File: config.mk
export PLATFORM = sky130hd
export DESIGN_NAME = run_control
export DESIGN_NICKNAME = d
export VERILOG_FILES = /design/src/rtl/run_control_pkg.sv /design/src/rtl/btn_debounce.sv /design/src/rtl/run_control.sv
export SDC_FILE = /design/constraint.sdc
export NUM_CORES = 1
export LEC_CHECK = 0
export CAP_MARGIN = 20
export CORE_UTILIZATION = 40
export DETAILED_ROUTE_END_ITERATION = 10
export PLACE_DENSITY_LB_ADDON = 0.12
export RECOVER_POWER = 100
export SYNTH_ARGS = -nofsm -noshare
export SYNTH_HDL_FRONTEND = slang
export SYNTH_HIERARCHICAL = 1
export SYNTH_SLANG_ARGS = --single-unit
File: constraint.sdc
create_clock -name i_clk -period 1.5 [get_ports i_clk]
set_input_delay 0.3 -clock i_clk [delete_from_list [all_inputs] [get_ports i_clk]]
set_output_delay 0.3 -clock i_clk [all_outputs]
set_load 0.1 [all_outputs]
File: src/rtl/run_control_pkg.sv
// Shared types and helpers for the CPU run/step/breakpoint controller.
package run_control_pkg;

  typedef enum logic [1:0] {
    HALT  = 2'd0,
    RUN   = 2'd1,
    CYCLE = 2'd2,
    INSTR = 2'd3
  } state_t;

  // Index/counter width that never collapses to zero bits for a value of 1.
  function automatic int clog2_min1(input int value);
    return (value > 1) ? $clog2(value) : 1;
  endfunction

endpackage

File: src/rtl/btn_debounce.sv
// Synchronises a raw push button, debounces it and flags its rising edge.
module btn_debounce
  import run_control_pkg::*;
#(
  parameter int SYNC_STAGES     = 2,
  parameter int DEBOUNCE_CYCLES = 8
) (
  input  logic i_clk,
  input  logic i_reset,
  input  logic i_btn,
  output logic o_level,
  output logic o_rise
);

  localparam int                CNT_W    = clog2_min1(DEBOUNCE_CYCLES + 1);
  localparam logic [CNT_W-1:0]  CNT_LAST = CNT_W'(DEBOUNCE_CYCLES - 1);

  logic [SYNC_STAGES-1:0] sync;
  logic [CNT_W-1:0]       cnt;
  logic                   synced;

  assign synced = sync[SYNC_STAGES-1];

  // NOTE: level restarts as "pressed", so a press held through reset has to be
  // released and debounced low before any rising edge can be reported.
  always_ff @(posedge i_clk or posedge i_reset) begin
    if (i_reset) begin
      sync    <= '0;
      cnt     <= '0;
      o_level <= 1'b1;
      o_rise  <= 1'b0;
    end else begin
      sync   <= SYNC_STAGES'({sync, i_btn});
      o_rise <= 1'b0;
      if (synced == o_level) begin
        cnt <= '0;
      end else if (cnt == CNT_LAST) begin
        cnt     <= '0;
        o_level <= synced;
        o_rise  <= synced;
      end else begin
        cnt <= cnt + 1'b1;
      end
    end
  end

endmodule

File: src/rtl/run_control.sv
// CPU clock-enable controller: free run at a divided rate, single cycle or
// single instruction stepping, and BP_COUNT PC breakpoints.
module run_control
  import run_control_pkg::*;
#(
  parameter int ADDR_WIDTH      = 16,
  parameter int BP_COUNT        = 4,
  parameter int CLK_DIV         = 4,
  parameter int DEBOUNCE_CYCLES = 8
) (
  input  logic                           i_clk,
  input  logic                           i_reset,
  input  logic                           i_btnStep,
  input  logic                           i_swInstrNCycle,
  input  logic                           i_swStepNRun,
  input  logic                           i_ctrlInstrFinishedN,
  input  logic [ADDR_WIDTH-1:0]          i_pc,
  input  logic [BP_COUNT*ADDR_WIDTH-1:0] i_bpAddress,
  input  logic [BP_COUNT-1:0]            i_bpEnable,
  output logic                           o_cpuClkEn,
  output logic                           o_halt,
  output logic                           o_instrStart,
  output logic                           o_bpHit,
  output logic [clog2_min1(BP_COUNT)-1:0] o_bpIndex
);

  localparam int IDX_W = clog2_min1(BP_COUNT);
  localparam int DIV_W = clog2_min1(CLK_DIV);

  state_t           state;
  logic             mask;
  logic             btn_level;
  logic             btn_rise;
  logic             step_req;
  logic [DIV_W-1:0] div_cnt;
  logic             tick;
  logic             bp_match;
  logic [IDX_W-1:0] bp_idx;
  logic             bp_fire;
  logic             boundary;

  btn_debounce #(
    .SYNC_STAGES    (2),
    .DEBOUNCE_CYCLES(DEBOUNCE_CYCLES)
  ) u_btn (
    .i_clk  (i_clk),
    .i_reset(i_reset),
    .i_btn  (i_btnStep),
    .o_level(btn_level),
    .o_rise (btn_rise)
  );

  assign step_req = btn_rise & btn_level;

  assign tick = (div_cnt == DIV_W'(CLK_DIV - 1));

  always_ff @(posedge i_clk or posedge i_reset) begin
    if (i_reset) div_cnt <= '0;
    else         div_cnt <= tick ? '0 : div_cnt + 1'b1;
  end

  // NOTE: defaults before the loop keep this purely combinational (no latches);
  // scanning downwards lets the lowest matching index win.
  always_comb begin
    bp_match = 1'b0;
    bp_idx   = '0;
    for (int k = BP_COUNT - 1; k >= 0; k--) begin
      if (i_bpEnable[k] && (i_pc == i_bpAddress[k*ADDR_WIDTH +: ADDR_WIDTH])) begin
        bp_match = 1'b1;
        bp_idx   = IDX_W'(k);
      end
    end
  end

  assign bp_fire  = o_instrStart && !mask && bp_match;
  assign boundary = !i_ctrlInstrFinishedN;

  always_ff @(posedge i_clk or posedge i_reset) begin
    if (i_reset) begin
      state        <= HALT;
      mask         <= 1'b0;
      o_cpuClkEn   <= 1'b0;
      o_halt       <= 1'b1;
      o_instrStart <= 1'b1;
      o_bpHit      <= 1'b0;
      o_bpIndex    <= '0;
    end else begin
      o_cpuClkEn <= 1'b0;
      unique case (state)
        HALT: begin
          if (step_req && i_swStepNRun) begin
            state  <= i_swInstrNCycle ? INSTR : CYCLE;
            o_halt <= 1'b0;
          end else if (!i_swStepNRun && !o_bpHit) begin
            state  <= RUN;
            o_halt <= 1'b0;
          end else if (step_req && !i_swStepNRun) begin
            // Resume from a breakpoint: skip the check once so we step past it.
            o_bpHit <= 1'b0;
            mask    <= 1'b1;
            state   <= RUN;
            o_halt  <= 1'b0;
          end
        end
        RUN: begin
          if (tick) begin
            if (bp_fire) begin
              state     <= HALT;
              o_halt    <= 1'b1;
              o_bpHit   <= 1'b1;
              o_bpIndex <= bp_idx;
            end else begin
              o_cpuClkEn   <= 1'b1;
              o_instrStart <= boundary;
              mask         <= 1'b0;
              if (boundary && i_swStepNRun) begin
                state  <= HALT;
                o_halt <= 1'b1;
              end
            end
          end
        end
        CYCLE: begin
          if (tick) begin
            o_cpuClkEn   <= 1'b1;
            o_instrStart <= boundary;
            state        <= HALT;
            o_halt       <= 1'b1;
          end
        end
        INSTR: begin
          if (tick) begin
            o_cpuClkEn   <= 1'b1;
            o_instrStart <= boundary;
            if (boundary) begin
              state  <= HALT;
              o_halt <= 1'b1;
            end
          end
        end
      endcase
    end
  end

endmodule

==> results of run 1 <==
-- kinds of logic after synthesis --
group / Yosys count / synth area share (%)
compound gates: 25 / 9.31
xor+xnor: 66 / 32.3
fa+ha+maj: 2 / 1.40
buf+inv: 13 / 2.73
flops: 19 / 26.8
mux: 1 / 0.840
simple gates: 79 / 26.6
-- through the flow --
step	std cells	hold slack (ps)	util (%)
3_5_place_dp	389	342	77.4
3_3_place_gp	389	339	77.4
2_1_floorplan	205	115	-
4_1_cts	415	300	88.6
-- timing repair --
action,4_1_cts
resized for setup,125
setup endpoints to repair,7
hold buffers,0
hold endpoints to repair,0
buffers inserted,25
pin swaps,39
==> impl_metrics.toml, run 1 <==
[floorplanning]
die_h_um = 68.9
io_pins = 96
num_rows = 23
initial_core_util_pct = 43.1
die_w_um = 68.9

[clock_tree]
clock_path_buffers = 2
cts_buffers = 3
cts_max_level = 1
clockRootBuffer = "clkbuf_8"
cts.sinks = 19

[logic_synthesis]
yosysUniqueCellTypes = 43
synthCells = 205
synth_area_per_cell_um2 = 8.72
synth_most_common_cell = "xnor2_1"
synth-seq-cells = 19
synth_nets = 297
seq_area_frac_synth_pct = 26.8
synth.top_cell.area_share_pct = 24.5
synth.area.top_cells = "xnor2_1 (24%), dfrtp_1 (22%), xor2_1 (7.8%), nand4_1 (5.2%), dfstp_2 (4.4%)"
yosysWarningCount = 6
synthesis.area_mm2 = 0.00179
netlist.top_cell.by_area = "xnor2_1"
synthArstFlopShare_pct = 100
synth_edf_count = 0
synth-main-ff-cell = "dfrtp_1"
ys_top_cells_by_count = "xnor2_1 (50), dfrtp_1 (16), xor2_1 (16)"

[placed_design]
portBuffers = 95
place_area_mm2 = 0.00321
place_ws_ps = -1100
gp_congestion = 0.993
hpwl_mm = 5.35

[run_status]
firstError = "[ERROR DPL-0038] Utilization greater than 100%, impossible to legalize"
stop_stage = "global routing"
run_status = "stopped before the end"

[timing]
worst_endpoint_kind = "register data pin"
crit_endpoint = "state[0]$_DFFE_PP0P_/D"

[global_routing]
grt_max_degree = 13
==> run 2, diff against run 1 <==
--- a/config.mk
+++ b/config.mk
@@ -8,7 +8,7 @@
 export CAP_MARGIN = 20
 export CORE_UTILIZATION = 40
 export DETAILED_ROUTE_END_ITERATION = 10
-export PLACE_DENSITY_LB_ADDON = 0.12
+export PLACE_DENSITY_LB_ADDON = 0.15
 export RECOVER_POWER = 100
 export SYNTH_ARGS = -nofsm -noshare
 export SYNTH_HDL_FRONTEND = slang
==> run 2 against run 1 <==
  * The flow now finishes, with violations (setup timing)
  * Synthesized cell count is the same
  * Area after synthesis unchanged
==> impl_metrics.toml, run 2 <==
[logic_synthesis]
synth-main-ff-cell = "dfrtp_1"
synth.area.top_cells = "xnor2_1 (24%), dfrtp_1 (22%), xor2_1 (7.8%), nand4_1 (5.2%), dfstp_2 (4.4%)"
ys_top_cells_by_count = "xnor2_1 (50), dfrtp_1 (16), xor2_1 (16)"
netlist.top_cell.by_area = "xnor2_1"
yosysUniqueCellTypes = 43
synth.top_cell.area_share_pct = 24.5
synth_nets = 297
synthArstFlopShare_pct = 100
synthCells = 205
synth-seq-cells = 19
synth_area_per_cell_um2 = 8.72
synth_most_common_cell = "xnor2_1"
yosysWarningCount = 6
synth_edf_count = 0
seq_area_frac_synth_pct = 26.8
synthesis.area_mm2 = 0.00179

[drt]
ant_nets = 0
routed_via_density = 6.69
routed.top_layer = "met4"
wl_met2_mm = 5.21
first_pass_iters = 5
wl_met3_mm = 1.38
wl_per_cell_um = 28.1
vias = 2716
routed_wl_mm = 11.4
drc = 0
drt_iter0_drc = 259
wl_met1_mm = 3.61

[timing]
fin_ws_ps = -651
clock_skew_ps = 4.04
fin_crit_ps = 2150
fin_crit_sh_pct = 143
worst_pin_slew_ps = 479
slew_headroom_pct = 67.8
rsz0062_at_grt = "yes"
final-hold-violation-count = 0
tns_ps = -2790
setup_viol_count_final = 8
drv_slew = 0
fmax_ghz = 0.465

[placed_design]
gp_congestion = 0.980
portBuffers = 95
hpwl_mm = 5.15
place_area_mm2 = 0.00318

[cells_and_area]
layout-drive-gt1-share_pct = 50.4
n_fill_cell = 109
regMostFlops = "u_btn/cnt"
postLayoutCellArea_mm2 = 0.00390
most-common-layout-cells = "buf_4 (47), xnor2_2 (34), dlygate4sd2_1 (31)"
largest_reg_flops = 4
final_util_pct = 94.2
syn2layout_area_growth_pct = 118
fin_nets = 448
layout_commonest_cell = "buf_4"

[power_and_ir_drop]
pwr_density_cell_mw_per_mm2 = 575
swShare_pct = 38.4
p_comb_share_pct = 54.7
total_power_mw = 2.25
ir_worst_vdd_uv = 635
leakagePower_nw = 1.81
p_int_mw = 1.38
power_frac_seq_pct = 29.1
switching_power_uw = 863
p_clk_share_pct = 16.2

[floorplanning]
die_area_mm2 = 0.00474
io_pins = 96
fp.coreArea_mm2 = 0.00414
die_w_um = 68.9
initial_core_util_pct = 43.1
die_h_um = 68.9
num_rows = 23

[critical_path]
startpoint_type = "input pin"
critPathCaptureType = "flip-flop"
crit_chain = "clkdlybuf4s50_1 -> xnor2_2 -> nand4_1 -> or4_4 -> o22ai_4 -> o31ai_2 -> a221o_1"
slowest_stage = "or4_4"
cp.required_ps = 1650
worstSetupPathType = "in -> reg"
crit_buf_inv = 1
reg2reg_from = "u_btn/o_level"
cp.arrival_ps = 2300
crit_family = "simple AND/OR/NAND/NOR gates"
crit_start = "i_bpAddress[54]"
slowest_delay_ps = 580
crit_fanout = 2

[global_routing]
antenna_found_initial = 1
grt_pass1_wl_mm = 12.1
grt_usage_pct = 36.3
grt_pass1_vias = 2497
grt_max_degree = 12
grt_overflow = 0

[clock_tree]
cts_max_level = 1
cts_tree = "done"
clock_path_buffers = 2
clockRootBuffer = "clkbuf_8"
clkLatencyLatePin_ps = 260
cts_buffers = 3
cts.sinks = 19
clkSlewWorstSetupHoldPaths_ps = 70

[job]
maxCapViolations = 0

[hold_path]
min_from = "u_btn/sync[0]"
min_path_type = "reg -> reg"

[run_status]
run_status = "finished with violations"
violations = "setup timing"
-- run 2: metal layers --
metal  global-route usage, %  vias up
li1                        -     1026
met1                    40.7     1261
met2                    63.1      303
met3                    7.57      126
met4                    20.9        0
met5                       0        -
-- run 2: logic make-up after synthesis --
kind of cell	count (synthesis)	share of synthesized area (%)
xor+xnor	66	32.3
buf+inv	13	2.73
fa+ha+maj	2	1.40
compound gates	25	9.31
mux	1	0.840
flops	19	26.8
simple gates	79	26.6
-- run 2: power groups by stage --
stage | combinational (mW) | clock (mW) | sequential [mW]
CTS | 0.988 | 0.361 | 0.643
global route | 1.28 | 0.382 | 0.657
detailed placement | 0.853 | 0 | 0.652
floorplan | 0.344 | 0 | 0.678
global placement | 0.841 | 0 | 0.643
finish | 1.23 | 0.364 | 0.653
-- run 2: final timing paths --
kind	end	slack, ps	cells past startpoint
min in group asynchronous	u_btn/sync[1]	450	2
max reg2reg	state[0]	-170	5
max in group asynchronous	o_halt	650	2
min	u_btn/sync[1]	360	0
min reg2reg	u_btn/sync[1]	360	0
max	state[0]	-650	7
-- run 2: area by class of cell --
type	count	area (um2)	area share, %
Multi-Input combinational cell	173	1930	49.5
Timing Repair Buffer	154	1360	34.7
Sequential cell	19	484	12.4
Tap cell	50	62.6	1.60
Clock buffer	3	41.3	1.06
Inverter	5	18.8	0.481
Clock inverter	1	5.00	0.128
Antenna cell	1	2.50	0.0641
-- run 2: timing repair --
action                     in CTS  in global routing
pin swaps                      61                 37
setup endpoints to repair       7                  7
hold buffers                    0                  0
buffers inserted               14                  5
resized for setup             209                 67
-- run 2: per-stage QoR --
step	hold slack, ps	setup slack [ps]	cells
floorplan	115	-504	205
detailed placement	336	-1070	385
CTS	309	-505	402
global route	356	-788	406
finish	358	-651	406
global placement	332	-1040	385
-- run 2: worst register-to-register path, delay by kind of cell (launching register included) --
| family | cells | cell delay (ps) |
|---|---|---|
| DFF | 1 | 660 |
| AOI/OAI and AO/OA | 3 | 470 |
| and+or+nand+nor | 2 | 480 |
(Power assumes the default switching activity.)
==> run 3, diff against run 2 <==
--- a/config.mk
+++ b/config.mk
@@ -10,6 +10,7 @@
 export DETAILED_ROUTE_END_ITERATION = 10
 export PLACE_DENSITY_LB_ADDON = 0.15
 export RECOVER_POWER = 100
+export REMOVE_ABC_BUFFERS = 1
 export SYNTH_ARGS = -nofsm -noshare
 export SYNTH_HDL_FRONTEND = slang
 export SYNTH_HIERARCHICAL = 1
==> run 3 against run 2 <==
  * The flow still finishes with violations (setup timing)
  * Sequential share of layout area rose by 0.61 points
  * Final area fell by 5.7%
  * Global-route usage barely moved
  * Critical path depth did not move
  * Total power fell by 5.2%
  * Routed wire length fell by 14%
  * Non-clock buffer count rose by 14
  * Clock-buffer cell count did not move
  * Maximum frequency rose by 1.5%
  * Clock power rose by 8.5%
  * Critical path type unchanged
==> impl_metrics.toml, run 3 (synthesized netlist as in run 2, its figures left out) <==
[run_status]
run_status = "finished with violations"
violations = "setup timing"

[clock_tree]
clkSlewWorstSetupHoldPaths_ps = 80
clockRootBuffer = "clkbuf_8"
cts.sinks = 19
cts_max_level = 1
clkLatencyLatePin_ps = 270
cts_buffers = 3
cts_tree = "done"
cts_hold_buf = 0
clock_path_buffers = 2

[critical_path]
crit_buf_inv = 1
crit_fanout = 2
slowest_delay_ps = 590
slowest_stage = "or4_4"
crit_chain = "dlygate4sd2_1 -> xnor2_2 -> nand4_1 -> or4_4 -> o22ai_4 -> o31ai_4 -> a221o_1"
cp.arrival_ps = 2280
critPathCaptureType = "flip-flop"
startpoint_type = "input pin"
worstSetupPathType = "in -> reg"
crit_family = "simple AND/OR/NAND/NOR gates"
cp.required_ps = 1660

[hold_path]
min_path_type = "reg -> reg"

[cells_and_area]
syn2layout_area_growth_pct = 106
postLayoutCellArea_mm2 = 0.00368
largest_reg_flops = 4
layout-drive-gt1-share_pct = 41.5
final_cell_count_no_fill = 419
most-common-layout-cells = "buf_4 (66), clkdlybuf4s50_1 (39), xnor2_1 (28)"
layout_commonest_cell = "buf_4"
fin_nets = 462
final_util_pct = 88.8
num_antenna_cells = 0
regMostFlops = "u_btn/cnt"

[floorplanning]
fp.coreArea_mm2 = 0.00414
die_h_um = 68.9
initial_core_util_pct = 43.1
die_w_um = 68.9
die_area_mm2 = 0.00474
num_rows = 23
io_pins = 96

[power_and_ir_drop]
pwr_density_cell_mw_per_mm2 = 578
ir_worst_vdd_uv = 703
leakagePower_nw = 1.69

[drt]
vias = 2543
routed_wl_mm = 9.75
ant_nets = 0
first_pass_iters = 7
drc = 0
routed_via_density = 6.07
drt_iter0_drc = 348
wl_per_cell_um = 23.3

[global_routing]
grt_overflow = 0
grt_max_degree = 13
grt_pass1_vias = 2417
grt_usage_pct = 36.2
grt_pass1_wl_mm = 11.9
antenna_found_initial = 0

[timing]
worst_pin_slew_ps = 592
drv_slew = 0
setup_viol_count_final = 8
fin_crit_sh_pct = 141
hold_slack_ps = 359
fmax_ghz = 0.472
slew_headroom_pct = 60.0
fin_crit_ps = 2120
fin_ws_ps = -619
rsz0062_at_grt = "yes"
final-hold-violation-count = 0
clock_skew_ps = 5.62

[placed_design]
place_ws_ps = -1280
hpwl_mm = 5.52
dp.cells = 398
place_area_mm2 = 0.00325
portBuffers = 95
gp_congestion = 0.893

[job]
maxCapViolations = 0
[run 3: cell count changes in the layout (fill, tap and decap cells not counted), sizes merged, moves of 2 or more]
cell	delta
clkdlybuf4s50	+25
dlymetal6s2s	-2
buf	-4
dlygate4sd2	-14
clkbuf	+9
[run 3: worst reg2reg max path, delay by kind of cell (launching register included)]
kind | cells | cell delay, ps
simple gates | 1 | 220
flops | 1 | 640
compound gates | 2 | 680
[run 3: timing repair]
action                                  in CTS  in global routing
pin swaps                                   32                 26
endpoints found under the setup margin       7                  7
buffers inserted                            12                  7
hold endpoints to repair                     0                  0
resized for setup                          119                 52
[run 3: layer usage]
metal	vias up	global-route usage [%]	routed length, um
met5	-	0	0
met4	0	17.6	668
met3	77	6.91	1140
met2	221	63.0	4570
met1	1180	42.3	3370
li1	1065	-	-
[run 3: final cells by class]
| class | count | area [um2] |
|---|---|---|
| multi-input cells | 173 | 1620 |
| repair buffers | 168 | 1450 |
| flip-flops and latches | 19 | 479 |
| fillers | 207 | 463 |
| well taps | 50 | 62.6 |
| clock buffers | 3 | 41.3 |
| inverters | 5 | 18.8 |
| clock inverters | 1 | 7.51 |
[run 3: through the flow]
stage / total power, mW / TNS [ps]
floorplan: 1.00 / -1860
global placement: 1.54 / -6920
detailed placement: 1.55 / -7070
CTS: 1.99 / -2190
global route: 2.20 / -4870
finish: 2.13 / -3900
[run 3: final timing paths]
path	depth (start not counted)	end	slack, ps	startpoint
hold reg to reg	0	u_btn/sync[1]	360	u_btn/sync[0]
max in group asynchronous	2	o_instrStart	660	i_reset
min in group asynchronous	2	u_btn/o_rise	430	i_reset
setup reg to reg	3	o_bpHit	-180	u_btn/o_level
setup / recovery	7	state[0]	-620	i_bpAddress[48]
hold / removal	0	u_btn/sync[1]	360	u_btn/sync[0]
[run 3: where the power goes]
| group | switching [mW] | internal, mW | total, mW |
|---|---|---|---|
| registers | 0.0621 | 0.575 | 0.638 |
| logic | 0.507 | 0.589 | 1.10 |
| clock network | 0.207 | 0.188 | 0.395 |
| total | 0.776 | 1.35 | 2.13 |
==> run 4, diff against run 3 <==
--- a/config.mk
+++ b/config.mk
@@ -5,6 +5,7 @@
 export SDC_FILE = /design/constraint.sdc
 export NUM_CORES = 1
 export LEC_CHECK = 0
+export ABC_CLOCK_PERIOD_IN_PS = 1500
 export CAP_MARGIN = 20
 export CORE_UTILIZATION = 40
 export DETAILED_ROUTE_END_ITERATION = 10
==> results of run 4 <==
Same layout as run 3: the final DEF is identical, and so are final timing and power.
